`config.mk`:
```
export PLATFORM = sky130hd
export DESIGN_NAME = fft_stage1_seq
export DESIGN_NICKNAME = d
export VERILOG_FILES = /design/src/rtl/fft_seq_pkg.sv /design/src/rtl/fft_seq_out_tracker.sv /design/src/rtl/fft_stage1_seq.sv
export SDC_FILE = /design/constraint.sdc
export NUM_CORES = 1
export LEC_CHECK = 0
export CAP_MARGIN = 20
export CORE_MARGIN = 1
export CORE_UTILIZATION = 52
export DETAILED_ROUTE_END_ITERATION = 8
export GPL_TIMING_DRIVEN = 0
export PLACE_DENSITY = 0.86
export RECOVER_POWER = 100
export SLEW_MARGIN = 20
export SYNTH_ARGS = -nofsm -noshare
export SYNTH_HDL_FRONTEND = slang
export SYNTH_SLANG_ARGS = --single-unit
```
`constraint.sdc`:
```
create_clock -name clk -period 2.85 [get_ports clk]
set_input_delay 0.57 -clock clk [delete_from_list [all_inputs] [get_ports clk]]
set_output_delay 0.57 -clock clk [all_outputs]
set_load 0.005 [all_outputs]
```
`src/rtl/fft_seq_pkg.sv`:
```
// Shared types and default constants for the first-stage FFT frame sequencer.
// Contents:
//   seq_state_e             sequencer states (IDLE, RUN, GAP, DRAIN)
//   DEF_BEATS_PER_FRAME     32 beats (16 samples each) per frame
//   DEF_GAP_CYCLES          2 idle cycles between input frames
//   DEF_MAX_INFLIGHT        4 frames started but not yet fully output
//   DEF_FRAME_CNT_W         16-bit frame counters
//   cnt_width()             counter width that never collapses to zero bits
package fft_seq_pkg;

  typedef enum logic [1:0] {
    ST_IDLE  = 2'd0,
    ST_RUN   = 2'd1,
    ST_GAP   = 2'd2,
    ST_DRAIN = 2'd3
  } seq_state_e;

  localparam int DEF_BEATS_PER_FRAME = 32;
  localparam int DEF_GAP_CYCLES      = 2;
  localparam int DEF_MAX_INFLIGHT    = 4;
  localparam int DEF_FRAME_CNT_W     = 16;

  // Width for a counter spanning 0..n-1; at least one bit so degenerate
  // parameter choices still elaborate.
  function automatic int cnt_width(input int n);
    return (n > 1) ? $clog2(n) : 1;
  endfunction

endpackage

```
`src/rtl/fft_seq_out_tracker.sv`:
```
// Output-side frame tracker for module1.
// Counts module1 output beats and flags the first and last beat of each frame.
// Ports:
//   clk, rst  clock and synchronous active-high reset
//   valid     module1 valid_out
//   sof       first output beat of a frame (combinational, qualified by valid)
//   eof       last output beat of a frame (combinational, qualified by valid)
module fft_seq_out_tracker
  import fft_seq_pkg::*;
#(
  parameter int BEATS_PER_FRAME = DEF_BEATS_PER_FRAME
) (
  input  logic clk,
  input  logic rst,
  input  logic valid,
  output logic sof,
  output logic eof
);

  localparam int BEAT_W = cnt_width(BEATS_PER_FRAME);
  localparam logic [BEAT_W-1:0] BEAT_ZERO = {BEAT_W{1'b0}};
  localparam logic [BEAT_W-1:0] LAST_BEAT = BEAT_W'(BEATS_PER_FRAME - 1);

  logic [BEAT_W-1:0] out_beat_r;

  assign sof = valid & (out_beat_r == BEAT_ZERO);
  assign eof = valid & (out_beat_r == LAST_BEAT);

  // Output beat counter; returns to zero on the last beat of every frame
  always_ff @(posedge clk) begin
    if (rst) begin
      out_beat_r <= BEAT_ZERO;
    end else if (eof) begin
      out_beat_r <= BEAT_ZERO;
    end else if (valid) begin
      out_beat_r <= out_beat_r + 1'b1;
    end else begin
      out_beat_r <= out_beat_r;
    end
  end

endmodule

```
`src/rtl/fft_stage1_seq.sv`:
```
// Frame sequencer for FFT stage 1 (butterfly10/11/12 + CBFP1).
// Gates the 16-lane source stream into module1 as fixed-length frames,
// inserts inter-frame gaps, bounds frames in flight and tracks module1
// output beats for frame start/end markers. Data buses bypass this block.
// Ports:
//   clk, rst                  clock, synchronous active-high reset
//   start, stop               arm pulse / finish-frame-then-drain pulse
//   src_valid, src_ready      source handshake (src_ready combinational)
//   m1_din_valid              module1 din_valid = src_valid & src_ready
//   m1_valid_out              module1 valid_out
//   out_sof, out_eof          output frame markers (combinational)
//   busy, inflight            activity and frames-in-flight status
//   frames_in, frames_out     wrapping completed-frame counters
//   err_bubble, err_spurious  sticky protocol errors
// Optional feature macro: FFT_SEQ_ERRCHK_EN enables the error checks; when
// undefined both error flags are tied low.
module fft_stage1_seq
  import fft_seq_pkg::*;
#(
  parameter int BEATS_PER_FRAME = DEF_BEATS_PER_FRAME,
  parameter int GAP_CYCLES      = DEF_GAP_CYCLES,
  parameter int MAX_INFLIGHT    = DEF_MAX_INFLIGHT,
  parameter int FRAME_CNT_W     = DEF_FRAME_CNT_W
) (
  input  logic                              clk,
  input  logic                              rst,
  input  logic                              start,
  input  logic                              stop,
  input  logic                              src_valid,
  output logic                              src_ready,
  output logic                              m1_din_valid,
  input  logic                              m1_valid_out,
  output logic                              out_sof,
  output logic                              out_eof,
  output logic                              busy,
  output logic [$clog2(MAX_INFLIGHT+1)-1:0] inflight,
  output logic [FRAME_CNT_W-1:0]            frames_in,
  output logic [FRAME_CNT_W-1:0]            frames_out,
  output logic                              err_bubble,
  output logic                              err_spurious
);

  localparam int IF_W   = $clog2(MAX_INFLIGHT + 1);
  localparam int BEAT_W = cnt_width(BEATS_PER_FRAME);
  localparam int GAP_W  = cnt_width(GAP_CYCLES);

  localparam logic [BEAT_W-1:0] BEAT_ZERO = {BEAT_W{1'b0}};
  localparam logic [BEAT_W-1:0] LAST_BEAT = BEAT_W'(BEATS_PER_FRAME - 1);
  localparam logic [GAP_W-1:0]  GAP_ZERO  = {GAP_W{1'b0}};
  localparam logic [GAP_W-1:0]  LAST_GAP  = GAP_W'((GAP_CYCLES > 0) ? GAP_CYCLES - 1 : 0);
  localparam logic [IF_W-1:0]   IF_ZERO   = {IF_W{1'b0}};
  localparam logic [IF_W-1:0]   MAX_IF    = IF_W'(MAX_INFLIGHT);

  seq_state_e             state_r;
  logic [BEAT_W-1:0]      in_beat_r;
  logic [GAP_W-1:0]       gap_cnt_r;
  logic                   stop_pend_r;
  logic [IF_W-1:0]        inflight_r;
  logic [FRAME_CNT_W-1:0] frames_in_r;
  logic [FRAME_CNT_W-1:0] frames_out_r;

  logic            ready_s;
  logic            stop_any_s;
  logic            accept_s;
  logic            first_beat_s;
  logic            last_beat_s;
  logic            dec_s;
  logic            out_sof_s;
  logic            out_eof_s;
  logic [IF_W-1:0] inflight_nxt_s;

  // A stop arriving this cycle counts as pending immediately so a new frame
  // is never opened in the same cycle the stop is seen.
  assign stop_any_s = stop | stop_pend_r;

  // Source handshake: a new frame may only open while the in-flight budget
  // has room; once a frame has begun its remaining beats are always taken.
  always_comb begin
    ready_s = 1'b0;
    case (state_r)
      ST_RUN: begin
        if (in_beat_r == BEAT_ZERO) begin
          ready_s = (inflight_r < MAX_IF) & ~stop_any_s;
        end else begin
          ready_s = 1'b1;
        end
      end
      default: ready_s = 1'b0;
    endcase
  end

  assign accept_s     = src_valid & ready_s;
  assign first_beat_s = accept_s & (in_beat_r == BEAT_ZERO);
  assign last_beat_s  = accept_s & (in_beat_r == LAST_BEAT);
  // An end-of-frame with nothing in flight is spurious; never underflow.
  assign dec_s        = out_eof_s & (inflight_r != IF_ZERO);

  // In-flight frame count for the next cycle; start and finish together cancel
  always_comb begin
    inflight_nxt_s = inflight_r;
    if (first_beat_s && !dec_s) begin
      inflight_nxt_s = inflight_r + 1'b1;
    end else if (dec_s && !first_beat_s) begin
      inflight_nxt_s = inflight_r - 1'b1;
    end else begin
      inflight_nxt_s = inflight_r;
    end
  end

  fft_seq_out_tracker #(
    .BEATS_PER_FRAME(BEATS_PER_FRAME)
  ) u_out_tracker (
    .clk  (clk),
    .rst  (rst),
    .valid(m1_valid_out),
    .sof  (out_sof_s),
    .eof  (out_eof_s)
  );

  // Sequencer FSM together with beat, gap, in-flight and frame accounting
  always_ff @(posedge clk) begin
    if (rst) begin
      state_r      <= ST_IDLE;
      in_beat_r    <= BEAT_ZERO;
      gap_cnt_r    <= GAP_ZERO;
      stop_pend_r  <= 1'b0;
      inflight_r   <= IF_ZERO;
      frames_in_r  <= {FRAME_CNT_W{1'b0}};
      frames_out_r <= {FRAME_CNT_W{1'b0}};
    end else begin
      inflight_r <= inflight_nxt_s;
      if (last_beat_s) begin
        frames_in_r <= frames_in_r + 1'b1;
      end
      if (out_eof_s) begin
        frames_out_r <= frames_out_r + 1'b1;
      end

      case (state_r)
        ST_IDLE: begin
          in_beat_r <= BEAT_ZERO;
          gap_cnt_r <= GAP_ZERO;
          // stop is ignored here and also overrides a simultaneous start
          if (start && !stop) begin
            state_r <= ST_RUN;
          end
        end

        ST_RUN: begin
          if (stop) begin
            stop_pend_r <= 1'b1;
          end
          if (last_beat_s) begin
            in_beat_r <= BEAT_ZERO;
            gap_cnt_r <= GAP_ZERO;
            if (stop_any_s) begin
              state_r <= ST_DRAIN;
            end else if (GAP_CYCLES > 0) begin
              state_r <= ST_GAP;
            end else begin
              state_r <= ST_RUN;
            end
          end else if (accept_s) begin
            in_beat_r <= in_beat_r + 1'b1;
          end else if ((in_beat_r == BEAT_ZERO) && stop_any_s) begin
            // frame boundary: nothing open, so drain straight away
            state_r <= ST_DRAIN;
          end
        end

        ST_GAP: begin
          if (stop) begin
            stop_pend_r <= 1'b1;
          end
          if (gap_cnt_r == LAST_GAP) begin
            gap_cnt_r <= GAP_ZERO;
            state_r   <= stop_any_s ? ST_DRAIN : ST_RUN;
          end else begin
            gap_cnt_r <= gap_cnt_r + 1'b1;
          end
        end

        ST_DRAIN: begin
          // Leave on the edge that retires the final frame so busy drops
          // in the cycle right after the last end-of-frame beat.
          if (inflight_nxt_s == IF_ZERO) begin
            state_r     <= ST_IDLE;
            stop_pend_r <= 1'b0;
          end
        end

        default: begin
          state_r <= ST_IDLE;
        end
      endcase
    end
  end

`ifdef FFT_SEQ_ERRCHK_EN
  logic err_bubble_r;
  logic err_spurious_r;

  // Sticky capture of mid-frame source gaps and unexpected module1 output
  always_ff @(posedge clk) begin
    if (rst) begin
      err_bubble_r   <= 1'b0;
      err_spurious_r <= 1'b0;
    end else begin
      // CBFP1 needs contiguous beats within a frame
      if ((state_r == ST_RUN) && (in_beat_r != BEAT_ZERO) && !src_valid) begin
        err_bubble_r <= 1'b1;
      end
      if (m1_valid_out && (inflight_r == IF_ZERO)) begin
        err_spurious_r <= 1'b1;
      end
    end
  end

  assign err_bubble   = err_bubble_r;
  assign err_spurious = err_spurious_r;
`else
  assign err_bubble   = 1'b0;
  assign err_spurious = 1'b0;
`endif

  assign src_ready    = ready_s;
  assign m1_din_valid = accept_s;
  assign out_sof      = out_sof_s;
  assign out_eof      = out_eof_s;
  assign busy         = (state_r != ST_IDLE);
  assign inflight     = inflight_r;
  assign frames_in    = frames_in_r;
  assign frames_out   = frames_out_r;

endmodule

```
Word level (Yosys, flattened, before mapping). Index checks and enable logic that the tools add are counted.

Register bits after elaboration: 49. Bits in latches: 0. RAM bits: 0. ROM bits: 0. Bits of input ports: 6. Output and inout bits: 42. Logic and storage cells: 82. Memories kept: 0.

Add/subtract/negate cells: 7. Multipliers: 0. Div/mod/pow operators: 0. $lt $le $gt $ge: 1. Equality and inequality tests: 13. Shift-type cells: 0. Multiplexer cells: 22. Bitwise operators: 9. Reductions and logical operators: 22.

Operators by type and width (number): adder 16 x 1 -> 16 bit (second input constant) (2); two-way mux 2 bit (7); adder 5 x 1 -> 5 bit (second input constant) (2); == test 5 bit (second input constant) (2); zero test 5 bit (2); two-way mux 5 bit (2); one-hot mux 5 bit (2 select lines) (1); inequality test 3 bit (second input constant) (3); inequality test 2 bit (second input constant) (4); one-hot mux 2 bit (4 select lines) (1); AND 1 bit (7); two-way mux 1 bit (7); two-way mux 3 bit (2); nonzero test 2 bit (3); nonzero test 3 bit (2); AND reduction 5 bit (1); == test 2 bit (second input constant) (2); logical AND 1 bit (4); AND reduction 2 bit (2); OR reduction 2 bit (2); adder 3 x 1 -> 3 bit (second input constant) (1); zero test 1 bit (3); zero test 3 bit (1); less-than comparator 3 bit (second input constant) (1); 10 further kinds (10).

Depth between registers and ports, before layout. Gate-level depths: netlist of run 1.

Word-level depth: 14. Mapped depth: 11. Depth with buffers taken out: 10.

By module. From an unflattened synthesis of run 1, not the netlist that was laid out.

Cells, all modules: 312. Area total of the unflattened synthesis: 2618.8 um^2.

Modules (own cells, without submodules): fft_stage1_seq (instances 1, cells an instance 281, area an instance 2347.3 um^2, seq. area each 880.8 um^2); fft_seq_out_tracker (instances 1, cells an instance 31, area an instance 271.5 um^2, seq. area each 100.1 um^2).

Least setup slack after synthesis of run 1. Ideal clock, no wire load.

Path type: register -> register. From: register u_out_tracker.out_beat_r[0]. To: register state_r[0]. Library setup time: 0.086 ns. Arrival time: 2.333 ns. Required time: 2.764 ns. Path slack: 0.431 ns. Stages on the path, launching flop included: 12. Buffers on the path: 1. Period minus slack after synthesis: 2.419 ns. Cell sequence: dfxtp_1 > ha_1 > and3_1 > ha_1 > nand2_1 > inv_1 > clkbuf_8 > a211oi_1 > mux2i_1 > a211o_1 > a21o_1 > a221oi_2.

Word-level cells in the longest chain between the ends: 9. Elaborated cells between the ends (all ways): 11. Classes of those cells: eq/ne (2); mux (2); bitwise (2); reduce/logical (5).

Ends and longest elaborated chain: start, declared (line fft_seq_out_tracker.sv:24) `logic [BEAT_W-1:0] out_beat_r;`; start signal, assigned (line fft_seq_out_tracker.sv:36) `out_beat_r <= out_beat_r + 1'b1;`; start signal, assigned (line fft_seq_out_tracker.sv:38) `out_beat_r <= out_beat_r;`; == test 5 bit * (line fft_seq_out_tracker.sv:27) `assign eof = valid & (out_beat_r == LAST_BEAT);`; AND 1 bit * (line fft_seq_out_tracker.sv:27); named net out_eof (line fft_stage1_seq.sv:34) `output logic out_eof,`; AND 1 bit * (line fft_stage1_seq.sv:96) `assign dec_s = out_eof_s & (inflight_r != IF_ZERO);`; logical AND 1 bit or zero test 1 bit (tied branches) (line fft_stage1_seq.sv:103, fft_stage1_seq.sv:101); two-way mux 3 bit or logical AND 1 bit (tied branches) (line fft_stage1_seq.sv:103, fft_stage1_seq.sv:101); two-way mux 3 bit * (line fft_stage1_seq.sv:101) `if (first_beat_s && !dec_s) begin`; zero test 3 bit * (line fft_stage1_seq.sv:186) `if (inflight_nxt_s == IF_ZERO) begin`; inequality test 2 bit (no line) *; AND reduction 5 bit (no line) *; end signal, assigned (line fft_stage1_seq.sv:177) `state_r <= stop_any_s ? ST_DRAIN : ST_RUN;`; end, declared (line fft_stage1_seq.sv:54) `seq_state_e state_r;`.

Mark *: on every way through the listed nets, which the timed path passes. The rest lies on a longest branch. A chain may end at the register's enable or synchronous reset.

Final worst setup path of run 1.
From: input m1_valid_out. To: output out_sof.

Word-level cells in the longest chain between the ends: 1.

Ends and longest elaborated chain: start, declared (line fft_stage1_seq.sv:32) `input logic m1_valid_out,`; AND 1 bit (line fft_seq_out_tracker.sv:26) `assign sof = valid & (out_beat_r == BEAT_ZERO);`; end, declared (line fft_stage1_seq.sv:33) `output logic out_sof,`.

No other way between the ends.

==> summary.md, run 1 <==
| Metric | Value |
|---|---|
| Worst setup path startpoint | m1_valid_out |
| Clock input transition at the sequential cells of the worst setup and hold paths | 0.09 ns |
| Worst clock skew | 0.00519 ns |
| Post-synthesis simple-gate area fraction | 0.260 |
| Maximum capacitance violations | 0 |
| Synth-to-layout area growth | 25.5% |
| Wire length on met1 | 2330 um |
| Initial DRC Count | 80 |
| Sw frac | 0.289 |
| Clk Tree Root Cell | sky130_fd_sc_hd__clkbuf_8 |
| Via Count | 2,279 |
| Diode insertion count for antenna repair | 0 |
| Average wire per standard cell | 12.5 um |
| Worst R2R Start | u_out_tracker.out_beat_r[0] |
| Data required time of the critical path | 2.28 ns |
| Final hold viol count | 0 |
| Register area share after synthesis | 0.382 |
| Post-synthesis compound-gate area fraction | 0.116 |
| Main combinational cell family by area after synthesis | simple AND/OR/NAND/NOR gates |
| Critical path's top delay family | buffers and inverters |
| Post-synthesis cell type count | 46 |
| Hold Crit Class | register to register |
| Post-synthesis instance area | 2560 um2 |
| Clock share of power | 0.305 |
| Clk sink count | 49 |
| Number of nets in the layout | 379 |
| Mean cell area of the mapped netlist | 8.38 um2 |
| Hold-fix buffers at CTS | 0 |
| Synthesized-area fraction occupied by xor and xnor cells | 0.106 |
| Number of global-route vias before repair | 2,098 |
| Slowest cell on the critical path | sky130_fd_sc_hd__clkdlybuf4s50_1 |
| Crit path arrival time | 2.19 ns |
| IO buf count | 44 |
| Outcome | complete, no violations |
| Placed Cells | 418 |
| Primary flip-flop cell chosen by synthesis mapping | sky130_fd_sc_hd__dfxtp_1 |
| Worst path cell trace | clkdlybuf4s50_1 > inv_1 > nor4_1 > clkdlybuf4s50_1 |
| CTS tree | yes |
| Total Power | 1.67 mW |
| Number of antenna violations at the first check in global routing | 0 |
| Postcts setup bufs | 0 |
| Delay of the slowest critical-path stage | 0.60 ns |
| Fmax achieved | 362 MHz |
| Row count | 25 |
| Final critical-path share of the clock period | 0.969 |
| Remaining antenna violation count | 0 |
| Worst setup path category | input pin to output port |
| Post-DP HPWL | 3880 um |
| Routed wire length on met3 | 257 um |
| Number of synthesized register bits | 49 |
| Max transition margin | 0.494 |
| Deepest level of the CTS H-tree | 2 |
| Cell Pwr Density | 518 nW/um2 |
| Kind of start point of the critical path | input pin |
| Setup crit end kind | output port |
| Drt drc | 0 |
| Min cycle time layout | 2.76 ns |
| I/O pin total | 48 |
| Setup-failing EPs final | 0 |
| CP most frequent cell | sky130_fd_sc_hd__clkdlybuf4s50_1 |
| Int Pwr | 1.19 mW |
| Flop pwr share | 0.451 |
| Gr usage total | 0.218 |
| Gate Count Post-Synth | 306 |
| Final Max Tran Viols | 0 |
| Fraction of final layout cells sized beyond drive strength 1 | 0.0696 |
| Clock tree buffer depth | 2 |
| EDFF count, synth | 0 |
| Routability congestion estimate | 0.850 |
| Die Height | 72.2 um |
| Leakage power of the design | 1.36 nW |
| Crit path buf inv count | 3 |
| Die span in x | 72.2 um |
| Core region area | 4720 um2 |
| YS warnings | 0 |
| Adder-cell share of the synthesized area | 0.0732 |
| Hold path startpoint | frames_out[9] |
| Number of vias per cell | 5.35 |
| Initial cell density of the core | 0.543 |
| Worst supply voltage drop on vdd | 0.281 mV |
| Clock latency on the worst-skew pair | 0.30 ns |
| WL met2 | 2670 um |
| Overall overflow remaining after global route | 0 |
| Router iterations before antenna repair | 4 |
| Final hold slack | 0.509 ns |
| Transition time of the tightest slew-check pin | 0.753 ns |
| Finished Core Util | 0.682 |
| Maximum number of pins on one net before global-route repair | 15 |
| Non-filler cells in the finished layout | 426 |
| Wire length after detailed routing | 5320 um |
| Total die area | 5220 um2 |
| Unrepaired setup endpoints after global routing | false |
| Cell Area, Placed | 3090 um2 |
| Finished Cell Area | 3220 um2 |
| Top Layer Used | met4 |
| P_sw | 0.482 mW |
| Inserted Clock Buffers | 5 |
| Share of cell area taken by muxes after synthesis | 0.0156 |
| Combinational Power Share | 0.244 |
| Largest driver fanout on the critical path | 7 |
| Share of async-settable or async-resettable flops after synthesis | 0 |
| Wire length of the first global-routing pass | 9060 um |
[cell type report]
class                           instances  area [um2]
Buffer                                 10        58.8
Multi-Input combinational cell        232        1480
Sequential cell                        49         982
Timing Repair Buffer                   44         440
Clock buffer                            7        86.3
Inverter                               16        60.1
Fill cell                             374        1500
Clock inverter                          1        30.0
Tap cell                               67        83.8
[worst reg2reg max path: stages (launching register included)]
cell and delay, ns:
sky130_fd_sc_hd__dfxtp_2 0.35, sky130_fd_sc_hd__ha_1 0.21, sky130_fd_sc_hd__and3_1 0.21, sky130_fd_sc_hd__ha_4 0.19, sky130_fd_sc_hd__nand2_2 0.12, sky130_fd_sc_hd__inv_1 0.07
sky130_fd_sc_hd__clkbuf_8 0.16, sky130_fd_sc_hd__a211oi_1 0.24, sky130_fd_sc_hd__mux2i_1 0.11, sky130_fd_sc_hd__a211o_1 0.36, sky130_fd_sc_hd__a21o_1 0.20, sky130_fd_sc_hd__a221oi_1 0.27
[layout by cell type (no fill, tap or decap), types with 4 or more instances in the layout]
master,synthesis,final
sky130_fd_sc_hd__and3_1,4,4
sky130_fd_sc_hd__clkbuf_1,4,6
sky130_fd_sc_hd__nand3_1,9,9
sky130_fd_sc_hd__dfxtp_1,49,48
sky130_fd_sc_hd__nor3_1,7,7
sky130_fd_sc_hd__mux2i_1,4,4
sky130_fd_sc_hd__nand4_1,9,9
sky130_fd_sc_hd__dlygate4sd3_1,0,37
sky130_fd_sc_hd__ha_1,15,14
sky130_fd_sc_hd__a21oi_1,18,18
sky130_fd_sc_hd__nand2_1,29,28
sky130_fd_sc_hd__a211oi_1,4,4
sky130_fd_sc_hd__nand2b_1,4,4
sky130_fd_sc_hd__xnor2_1,10,10
sky130_fd_sc_hd__nor2_1,49,49
sky130_fd_sc_hd__clkbuf_8,1,7
sky130_fd_sc_hd__o21ai_0,10,10
sky130_fd_sc_hd__clkdlybuf4s50_1,0,7
sky130_fd_sc_hd__inv_1,16,16
sky130_fd_sc_hd__xor2_1,21,21
[cells in the mapped netlist, drive strengths merged (3+ instances only)]
cell type | number | share of area
dfxtp | 49 | 0.38
nor2 | 49 | 0.072
nand2 | 29 | 0.042
xor2 | 21 | 0.072
a21oi | 18 | 0.035
inv | 16 | 0.023
ha | 15 | 0.073
o21ai | 10 | 0.020
xnor2 | 10 | 0.034
nand3 | 9 | 0.018
nand4 | 9 | 0.022
nor3 | 8 | 0.020
and3 | 5 | 0.013
buf | 5 | 0.012
clkbuf | 5 | 0.011
a211oi | 4 | 0.012
mux2i | 4 | 0.016
nand2b | 4 | 0.0098
a21o | 3 | 0.0088
and4 | 3 | 0.010
nor2b | 3 | 0.0073
or2 | 3 | 0.0073
or3 | 3 | 0.0073
[state kept, by name (all words and copies together), names as in the netlist]
name	count
in_beat_r	5
frames_in	16
gap_cnt_r	1
frames_out	16
inflight	3
stop_pend_r	1
state_r	2
u_out_tracker.out_beat_r	5
[kinds of logic after synthesis]
group / after synthesis
simple gates: 134
other cells: 1
buf+inv: 26
mux: 4
xor+xnor: 31
fa+ha+maj: 15
compound gates: 46
flops: 49
[layer usage]
metal / vias up / global-route usage
li1: 1145 / -
met1: 1070 / 0.263
met2: 58 / 0.382
met3: 6 / 0.0417
met4: 0 / 0.0871
met5: - / 0
[worst paths after layout]
path | end | slack, ns | cells after the start
setup / recovery | out_sof | 0.09 | 4
hold / removal | frames_out[9] | 0.51 | 2
setup reg to reg | state_r[0] | 0.28 | 11
hold reg to reg | frames_out[9] | 0.51 | 2
[through the flow]
| step | TNS (ns) | setup slack, ns |
|---|---|---|
| 2_1_floorplan | 0 | 0.431 |
| 3_3_place_gp | 0 | 0.0371 |
| 3_5_place_dp | -0.0125 | -0.0125 |
| 4_1_cts | 0 | 0.0282 |
| 5_1_grt | 0 | 0.0386 |
| 6_report | 0 | 0.0896 |
[power by group through the flow]
stage / logic (mW) / clock network, mW / registers [mW]
floorplan: 0.305 / 0 / 0.760
global placement: 0.400 / 0 / 0.766
detailed placement: 0.414 / 0 / 0.768
CTS: 0.419 / 0.518 / 0.752
global route: 0.456 / 0.546 / 0.758
finish: 0.407 / 0.509 / 0.753
[repair_timing]
action                     4_1_cts  5_1_grt
gates cloned                     0        0
setup endpoints to repair        1        1
gates resized for setup          1        3
pin swaps                        0        0
Power figures use the tool's default switching activity.
==> run 2, diff against run 1 <==
--- a/config.mk
+++ b/config.mk
@@ -10,6 +10,7 @@
 export CORE_UTILIZATION = 52
 export DETAILED_ROUTE_END_ITERATION = 8
 export GPL_TIMING_DRIVEN = 0
+export MAX_ROUTING_LAYER = met4
 export PLACE_DENSITY = 0.86
 export RECOVER_POWER = 100
 export SLEW_MARGIN = 20
==> summary.md, run 2 (synthesized netlist as in run 1, its figures left out) <==
| Metric | Value |
|---|---|
| Outcome | complete, no violations |
| Hold-fix buffers at CTS | 0 (unchanged) |
| Maximum capacitance violations | 0 (unchanged) |
| Hold path cells | 2 (unchanged) |
| Clk Tree Root Cell | sky130_fd_sc_hd__clkbuf_8 |
| Post-DP HPWL | 3880 um (unchanged) |
| Die Height | 72.2 um (unchanged) |
| Most common library cell in the layout ignoring fill and taps | sky130_fd_sc_hd__nor2_1 |
| Fmax achieved | 363 MHz (about the same) |
| Min cycle time layout | 2.76 ns (-0.00174 ns) |
| Combinational Power Share | 0.244 (about the same) |
| Number of vias per cell | 5.35 (about the same) |
| Average wire per standard cell | 12.5 um (about the same) |
| Clk sink count | 49 (unchanged) |
| Sw frac | 0.288 (-0.000289) |
| Clock input transition at the sequential cells of the worst setup and hold paths | 0.08 ns (about the same) |
| Reg-to-reg critical path endpoint | state_r[0] |
| Clock tree buffer depth | 2 (unchanged) |
| Synth-to-layout area growth | 25.5% (unchanged) |
| Via Count | 2,281 (+0.088%) |
| Maximum number of pins on one net before global-route repair | 15 (unchanged) |
| Hold Crit Class | register to register |
| Finished Cell Area | 3220 um2 (unchanged) |
| Leakage power of the design | 1.36 nW (unchanged) |
| Final hold viol count | 0 (unchanged) |
| Initial cell density of the core | 0.543 (unchanged) |
| Hold path startpoint | frames_out[9] |
| Cell Area, Placed | 3090 um2 (unchanged) |
| Top library cells by usage in the layout, fill and taps aside | 49 x sky130_fd_sc_hd__nor2_1, 48 x sky130_fd_sc_hd__dfxtp_1, 37 x sky130_fd_sc_hd__dlygate4sd3_1, 28 x sky130_fd_sc_hd__nand2_1, 21 x sky130_fd_sc_hd__xor2_1 |
| Unrepaired setup endpoints after global routing | false |
| Gr usage total | 0.225 (+0.00658) |
| Worst clock skew | 0.00517 ns (-0.0000160 ns) |
| Total Power | 1.67 mW (about the same) |
| Worst reg2reg setup slack | 0.28 ns (about the same) |
| Row count | 25 (unchanged) |
| Worst R2R Start | u_out_tracker.out_beat_r[0] |
| Final hold slack | 0.509 ns (-0.0000330 ns) |
| Diode insertion count for antenna repair | 0 (unchanged) |
| P_sw | 0.481 mW (-0.14%) |
| Wire length after detailed routing | 5310 um (about the same) |
| Overall overflow remaining after global route | 0 (unchanged) |
| Filler cells | 374 (unchanged) |
| Cell Pwr Density | 518 nW/um2 (about the same) |
| Deepest level of the CTS H-tree | 2 (unchanged) |
| IO buf count | 44 (unchanged) |
| Total die area | 5220 um2 (unchanged) |
| Drt drc | 0 (unchanged) |
| Number of antenna violations at the first check in global routing | 0 (unchanged) |
| Setup crit end kind | output port |
| CTS tree | yes |
| Largest driver fanout on the critical path | 7 (unchanged) |
| Finished Core Util | 0.682 (unchanged) |
| Inserted Clock Buffers | 5 (unchanged) |
| Number of global-route vias before repair | 2,099 (+0.048%) |
| Core region area | 4720 um2 (unchanged) |
| Worst setup path category | input pin to output port |
| Fraction of final layout cells sized beyond drive strength 1 | 0.0696 (unchanged) |
| Remaining antenna violation count | 0 (unchanged) |
| Int Pwr | 1.19 mW (unchanged) |
| Max transition margin | 0.494 (about the same) |
| Transition time of the tightest slew-check pin | 0.753 ns (-0.0000650 ns) |
| Worst Hold Endpoint | frames_out[9] |
| Clock share of power | 0.305 (about the same) |
| Final critical-path share of the clock period | 0.968 (about the same) |
| I/O pin total | 48 (unchanged) |
| Final Max Tran Viols | 0 (unchanged) |
| Crit path arrival time | 2.19 ns (about the same) |
| Worst r2r path cells | 11 (unchanged) |
| Kind of start point of the critical path | input pin |
| Wire length of the first global-routing pass | 9070 um (about the same) |
| Worst supply voltage drop on vdd | 0.281 mV (about the same) |
| Flop pwr share | 0.451 (about the same) |
| Number of nets in the layout | 379 (unchanged) |
| Die span in x | 72.2 um (unchanged) |
| Routability congestion estimate | 0.863 (+1.6%) |
| Data required time of the critical path | 2.28 ns (about the same) |
| Clock latency on the worst-skew pair | 0.30 ns (about the same) |
| Postcts setup bufs | 0 (unchanged) |
| Router iterations before antenna repair | 4 (unchanged) |
| Setup-failing EPs final | 0 (unchanged) |
| Initial DRC Count | 81 (+1.3%) |
run 2: worst max-delay path by stage:
stage                                           start       endpoint  cells after the start
after floorplan           u_out_tracker.out_beat_r[0]     state_r[0]                     11
after global routing                     m1_valid_out        out_sof                      4
final                                    m1_valid_out        out_sof                      4
after detailed placement                         stop  frames_in[15]                      7
after global placement                           stop  frames_in[15]                      7
after CTS                 u_out_tracker.out_beat_r[0]        out_eof                      7
run 2: critical path: stages:
cell	delay, ns
sky130_fd_sc_hd__clkdlybuf4s50_1	0.60
sky130_fd_sc_hd__inv_1	0.16
sky130_fd_sc_hd__nor4_1	0.31
sky130_fd_sc_hd__clkdlybuf4s50_1	0.55
run 2: area by class of cell:
type	count	area, um2	share of cell area
sequential	49	982	0.305
clock buffer	7	86.3	0.0268
inverter	16	60.1	0.0187
clock inverter	1	30.0	0.00933
multi-input combinational	232	1480	0.459
timing repair buffer	44	440	0.137
tap	67	83.8	0.0260
buffer	10	58.8	0.0183
run 2: per-stage QoR:
stage / TNS, ns / worst slack, ns / std cells
2_1_floorplan: 0 / 0.431 / 307
3_5_place_dp: -0.0125 / -0.0125 / 418
4_1_cts: 0 / 0.0282 / 426
6_report: 0 / 0.0914 / 426
5_1_grt: 0 / 0.0386 / 426
3_3_place_gp: 0 / 0.0371 / 418
run 2: routing by layer:
| layer | track usage | part of all wire | vias up |
|---|---|---|---|
| li1 | - | - | 1145 |
| met1 | 0.264 | 0.44 | 1072 |
| met2 | 0.382 | 0.50 | 58 |
| met3 | 0.0403 | 0.047 | 6 |
| met4 | 0.0871 | 0.010 | 0 |
| met5 | - | 0 | - |
run 2: power groups by stage:
stage | logic [mW] | registers, mW | clock network (mW)
6_report | 0.407 | 0.753 | 0.509
5_1_grt | 0.456 | 0.758 | 0.546
4_1_cts | 0.419 | 0.752 | 0.518
3_5_place_dp | 0.414 | 0.768 | 0
3_3_place_gp | 0.400 | 0.766 | 0
2_1_floorplan | 0.305 | 0.760 | 0
run 2: what timing repair did:
item                                   CTS  global route
gates resized for setup                  1             3
endpoints found under the hold margin    0             0
setup endpoints to repair                1             1
==> run 3, diff against run 2 <==
--- a/config.mk
+++ b/config.mk
@@ -10,6 +10,7 @@
 export CORE_UTILIZATION = 52
 export DETAILED_ROUTE_END_ITERATION = 8
 export GPL_TIMING_DRIVEN = 0
+export HOLD_SLACK_MARGIN = 0.03
 export MAX_ROUTING_LAYER = met4
 export PLACE_DENSITY = 0.86
 export RECOVER_POWER = 100
==> results of run 3 <==
The final DEF is identical to that of run 2; final timing and power are the same.
